--- src/rtl/cp0_reg.sv ---
// cp0_reg: CP0 register file with exception capture and Count/Compare timer (optional CP0_TIMER_EN)
module cp0_reg #(
    parameter logic [31:0] PRID_VALUE = 32'h0048_0102
) (
    input  logic        clk,
    input  logic        resetn,
    input  logic        wb_cp0_reg_we,
    input  logic [4:0]  wb_cp0_reg_write_addr,
    input  logic [31:0] wb_cp0_reg_data,
    input  logic [4:0]  cp0_reg_read_addr,
    input  logic [5:0]  int_i,
    input  logic [31:0] excepttype_i,
    input  logic [31:0] current_inst_addr_i,
    input  logic        is_in_delayslot_i,
    output logic [31:0] cp0_reg_data_o,
    output logic [31:0] count_o,
    output logic [31:0] compare_o,
    output logic [31:0] status_o,
    output logic [31:0] cause_o,
    output logic [31:0] epc_o,
    output logic [31:0] config_o,
    output logic [31:0] prid_o,
    output logic        timer_int_o
);
    localparam logic [4:0]  ADDR_COUNT   = 5'd9;
    localparam logic [4:0]  ADDR_COMPARE = 5'd11;
    localparam logic [4:0]  ADDR_STATUS  = 5'd12;
    localparam logic [4:0]  ADDR_CAUSE   = 5'd13;
    localparam logic [4:0]  ADDR_EPC     = 5'd14;
    localparam logic [4:0]  ADDR_PRID    = 5'd15;
    localparam logic [4:0]  ADDR_CONFIG  = 5'd16;
    localparam logic [31:0] STATUS_RST   = 32'h1000_0000;
    localparam logic [31:0] CONFIG_VALUE = 32'h0000_8000;
    // Cause bits software may write: IV, WP, IP[1:0]
    localparam logic [31:0] CAUSE_WMASK  = 32'h00C0_0300;

    logic [31:0] count_q, count_d, compare_q, compare_d, status_q, status_d;
    logic [31:0] cause_q, cause_d, epc_q, epc_d;
    logic        timer_q, timer_d;
    logic        wr_count, wr_compare, wr_status, wr_cause, wr_epc;
    logic        exc, eret;
    logic [4:0]  exc_code;
    logic        bypass;

    assign wr_count   = wb_cp0_reg_we && wb_cp0_reg_write_addr == ADDR_COUNT;
    assign wr_compare = wb_cp0_reg_we && wb_cp0_reg_write_addr == ADDR_COMPARE;
    assign wr_status  = wb_cp0_reg_we && wb_cp0_reg_write_addr == ADDR_STATUS;
    assign wr_cause   = wb_cp0_reg_we && wb_cp0_reg_write_addr == ADDR_CAUSE;
    assign wr_epc     = wb_cp0_reg_we && wb_cp0_reg_write_addr == ADDR_EPC;
    assign exc  = excepttype_i inside {32'h1, 32'h8, 32'ha, 32'hd, 32'hc};
    assign eret = excepttype_i == 32'he;
    assign exc_code = excepttype_i == 32'h8 ? 5'd8  :
                      excepttype_i == 32'ha ? 5'd10 :
                      excepttype_i == 32'hd ? 5'd13 :
                      excepttype_i == 32'hc ? 5'd12 : 5'd0;

    // Next state: register write first, then exception/eret field overrides
    always_comb begin
        count_d   = wr_count   ? wb_cp0_reg_data : count_q + 32'd1;
        compare_d = wr_compare ? wb_cp0_reg_data : compare_q;
        status_d  = wr_status  ? wb_cp0_reg_data : status_q;
        epc_d     = wr_epc     ? wb_cp0_reg_data : epc_q;
        cause_d   = wr_cause   ? (cause_q & ~CAUSE_WMASK) | (wb_cp0_reg_data & CAUSE_WMASK) : cause_q;
        cause_d[15:10] = int_i;
        if (exc) begin
            if (!status_q[1]) begin
                epc_d      = current_inst_addr_i - (is_in_delayslot_i ? 32'd4 : 32'd0);
                cause_d[31] = is_in_delayslot_i;
            end
            status_d[1]   = 1'b1;
            cause_d[6:2]  = exc_code;
        end else if (eret) begin
            status_d[1] = 1'b0;
        end
`ifdef CP0_TIMER_EN
        timer_d = wr_compare ? 1'b0 : (compare_q != 32'd0 && count_q == compare_q) ? 1'b1 : timer_q;
`else
        timer_d = 1'b0;
`endif
    end

    // State registers with asynchronous active-low reset
    always_ff @(posedge clk or negedge resetn) begin
        if (!resetn) begin
            count_q   <= 32'd0;
            compare_q <= 32'd0;
            status_q  <= STATUS_RST;
            cause_q   <= 32'd0;
            epc_q     <= 32'd0;
            timer_q   <= 1'b0;
        end else begin
            count_q   <= count_d;
            compare_q <= compare_d;
            status_q  <= status_d;
            cause_q   <= cause_d;
            epc_q     <= epc_d;
            timer_q   <= timer_d;
        end
    end

    assign bypass = wb_cp0_reg_we && wb_cp0_reg_write_addr == cp0_reg_read_addr;

    // Combinational read port with write-back bypass
    always_comb begin
        cp0_reg_data_o = 32'd0;
        case (cp0_reg_read_addr)
            ADDR_COUNT:   cp0_reg_data_o = bypass ? wb_cp0_reg_data : count_q;
            ADDR_COMPARE: cp0_reg_data_o = bypass ? wb_cp0_reg_data : compare_q;
            ADDR_STATUS:  cp0_reg_data_o = bypass ? wb_cp0_reg_data : status_q;
            ADDR_CAUSE:   cp0_reg_data_o = bypass ? (cause_q & ~CAUSE_WMASK) | (wb_cp0_reg_data & CAUSE_WMASK) : cause_q;
            ADDR_EPC:     cp0_reg_data_o = bypass ? wb_cp0_reg_data : epc_q;
            ADDR_PRID:    cp0_reg_data_o = PRID_VALUE;
            ADDR_CONFIG:  cp0_reg_data_o = CONFIG_VALUE;
            default:      cp0_reg_data_o = 32'd0;
        endcase
    end

    assign count_o     = count_q;
    assign compare_o   = compare_q;
    assign status_o    = status_q;
    assign cause_o     = cause_q;
    assign epc_o       = epc_q;
    assign config_o    = CONFIG_VALUE;
    assign prid_o      = PRID_VALUE;
    assign timer_int_o = timer_q;
endmodule

--- config.mk ---
export PLATFORM = sky130hd
export DESIGN_NAME = cp0_reg
export DESIGN_NICKNAME = d
export VERILOG_FILES = /design/src/rtl/cp0_reg.sv
export SDC_FILE = /design/constraint.sdc
export NUM_CORES = 1
export LEC_CHECK = 0
export CAP_MARGIN = 20
export CELL_PAD_IN_SITES_DETAIL_PLACEMENT = 0
export CELL_PAD_IN_SITES_GLOBAL_PLACEMENT = 1
export CORE_MARGIN = 2
export CORE_UTILIZATION = 29
export CTS_BUF_LIST = sky130_fd_sc_hd__clkbuf_8
export CTS_CLUSTER_SIZE = 14
export DETAILED_ROUTE_END_ITERATION = 12
export PLACE_DENSITY = 0.88
export SLEW_MARGIN = 5
export SYNTH_ARGS = -nofsm -noshare
export SYNTH_HDL_FRONTEND = slang
export SYNTH_SLANG_ARGS = --single-unit
--- constraint.sdc ---
create_clock -name clk -period 2.45 [get_ports clk]
set_input_delay 0.49 -clock clk [delete_from_list [all_inputs] [get_ports clk]]
set_output_delay 0.49 -clock clk [all_outputs]
set_load 0.02 [all_outputs]
==> impl_metrics.toml <==
[outcome]
outcome = "finished, violations left"
violations = "negative setup slack"

[logic_synthesis]
avgSynthCellArea_um2 = 9.93
syn_area_um2 = 8760
synth_seq_cells = 143
yosysUniqueCellTypes = 52
syn_inst = 883
synthArstFlopShare = 1.00
synth_edf_count = 0
synthFlopType = "dfrtp_1"
yosys_warnings = 0
seq_area_frac_synth = 0.408

[route]
wl_per_cell_um = 21.7
wirelength_um = 37000
via_count = 8627
antenna_left = 0
drc = 0
viasPerCell = 5.06
firstDrtPassIters = 7
drtIter0Drc = 580

[final_layout]
fin_util = 0.475
drive_gt1_frac = 0.320
n_fill_cell = 2774
layout.nets = 1422
area_growth_pct = 60.9
final_common_cell = "clkdlybuf4s50_1"
register_area_um2 = 3580
multi_input_area_um2 = 4960
final_cell_mix = "clkdlybuf4s50_1, dfrtp_1, buf_4"

[critical_path]
cp-start-kind = "input pin"
endpoint_kind = "output port"
worst-path-max-fanout = 8
arrival_ns = 1.99
crit_required_ns = 1.96
worstSetupPathType = "in -> out"

[clocking]
clock_latency_ns = 0.44
clk_pin_slew_ns = 0.08
cts_buffers = 17
cts_max_level = 4
cts_tree = "done"
cts_num_sinks = 143
cts-root-buf = "clkbuf_8"
ctsHoldBuffers = 0
ctsLongestPathBuffers = 2

[sta]
slew-limit-headroom = 0.505
fin_crit_ns = 2.48
slew_violations = 0
finalHoldViolCount = 0
fmax_mhz = 403
clock_skew_ns = 0.0102
period_share = 1.01
max_slew.worst_pin.slew_ns = 0.736
finalSetupViolations = 15
rsz0062_at_grt = "yes"
fin_ws_ns = -0.0311

[grt]
grt_max_degree = 52
grt_pass1_vias = 8448
grt_pass1_wl_um = 52900
antenna_found_initial = 1
use_met3 = 0.0473
grt.busiest_layer = "met2"
gr-total-overflow = 0
groute.layer.met1.usage = 0.297
gr-usage-met2 = 0.378
grt_use_total = 0.228

[power]
ir_drop_uv = 315
power.leakage_nw = 5.91
power.density_nw_per_um2 = 668

[die]
num_rows = 63
initial_core_util = 0.295
io_pins = 373
dieWidth_um = 178
core_area_um2 = 29700
die_h_um = 178
die_area_um2 = 31600

[job]
drv_cap = 0

[placed_design]
post-place-ws_ns = -0.925
gp_congestion = 0.901
numPortBuffers = 290
dp_hpwl_um = 27300

[worst_hold_path]
hp-class = "in -> async"
-- what timing repair did --
action | CTS | global route
setup endpoints to repair | 32 | 32
setup buffers | 14 | 5
gates resized for setup | 214 | 33
pin swaps | 21 | 6
gates cloned | 7 | 0
-- worst paths after layout --
path	from	endpoint	slack (ns)	depth (start not counted)
hold / removal	resetn	count_o[27]	0.01	1
setup / recovery	cp0_reg_read_addr[3]	cp0_reg_data_o[31]	-0.03	9
hold reg to reg	status_o[12]	status_o[12]	0.54	1
max in group asynchronous	resetn	status_o[28]	1.76	2
setup reg to reg	count_o[0]	count_o[26]	0.44	7
min in group clk	int_i[0]	cause_o[10]	0.48	1
-- cell usage after synthesis, types with 2 or more instances --
cell,n,area share
nand2b_1,4,0.0029
buf_4,82,0.070
buf_1,3,0.0013
nor2b_1,2,0.0014
nor4_1,18,0.013
o2bb2ai_1,4,0.0040
mux2i_1,21,0.024
o21ai_0,34,0.019
o31ai_1,3,0.0026
buf_2,2,0.0011
nor3b_1,6,0.0051
nor4b_1,2,0.0020
xor2_1,28,0.028
nand4_1,12,0.0086
a21oi_1,59,0.034
and4_1,2,0.0020
nor3_1,12,0.0069
nand3_1,34,0.019
mux2_2,113,0.15
clkbuf_1,46,0.020
a31oi_1,11,0.0079
xnor2_1,31,0.031
ha_1,3,0.0043
o21ai_1,2,0.0011
or3_1,9,0.0064
nor4_2,3,0.0043
mux2_1,3,0.0039
nand2_1,19,0.0081
a222oi_1,13,0.015
inv_1,5,0.0021
dfrtp_1,142,0.41
a221oi_1,19,0.019
conb_1,2,0.00086
nor2_1,96,0.041
and3_1,8,0.0057
nand4b_1,3,0.0030
a32oi_1,10,0.010
nand3b_1,3,0.0026
-- power by group --
part / leakage (nW) / internal [W] / switching (W)
clock: 0.222 / 0.00115 / 0.000935
combinational: 3.91 / 0.00187 / 0.00194
sequential: 1.78 / 0.00289 / 0.000645
total: 5.91 / 0.00590 / 0.00352
-- registers in the layout (all words and copies together), names as in the netlist --
name / cells
count_o: 32
status_o: 32
compare_o: 32
epc_o: 32
cause_o: 15
-- cell type report --
class / count / share of cell area
antenna: 1 / 0.000177
inverter: 5 / 0.00133
tap: 390 / 0.0346
clock buffer: 19 / 0.0185
multi-input combinational: 681 / 0.352
sequential: 143 / 0.254
timing repair buffer: 455 / 0.328
clock inverter: 12 / 0.0120
-- metrics by stage --
stage	TNS, ns	cells	area, um2	power (W)	hold slack [ns]
detailed placement	-28.63	1648	13000	0.00728	0.493
finish	-0.226	1706	14100	0.00942	0.00994
global placement	-26.53	1648	13000	0.00722	0.490
CTS	-0.494	1700	14000	0.00944	0.0166
floorplan	-0.273	963	9170	0.00524	0.194
global route	-1.82	1705	14100	0.00984	0.0318
-- kinds of logic (layout without fill, tap and decap cells) --
logic type,Yosys count,after routing,synth area share
mux,137,137,0.173
buf+inv,139,491,0.0958
fa+ha+maj,3,3,0.00428
simple gates,239,239,0.140
flops,143,143,0.408
other cells,2,83,0.000857
xor+xnor,59,59,0.0590
compound gates,161,161,0.118
-- worst max-delay path: stages --
cell     delay [ns]
buf_8          0.10
xor2_2         0.16
nor4_2         0.28
and3_4         0.33
buf_12         0.15
buf_12         0.13
a32oi_2        0.11
o21ai_2        0.08
buf_6          0.15
-- layer usage --
metal,routed length (um),up-vias
met3,2520,52
met1,15800,4306
met2,17700,353
met5,0,-
li1,-,3916
met4,1020,0
Note: power is estimated with default switching activity, not from simulation.
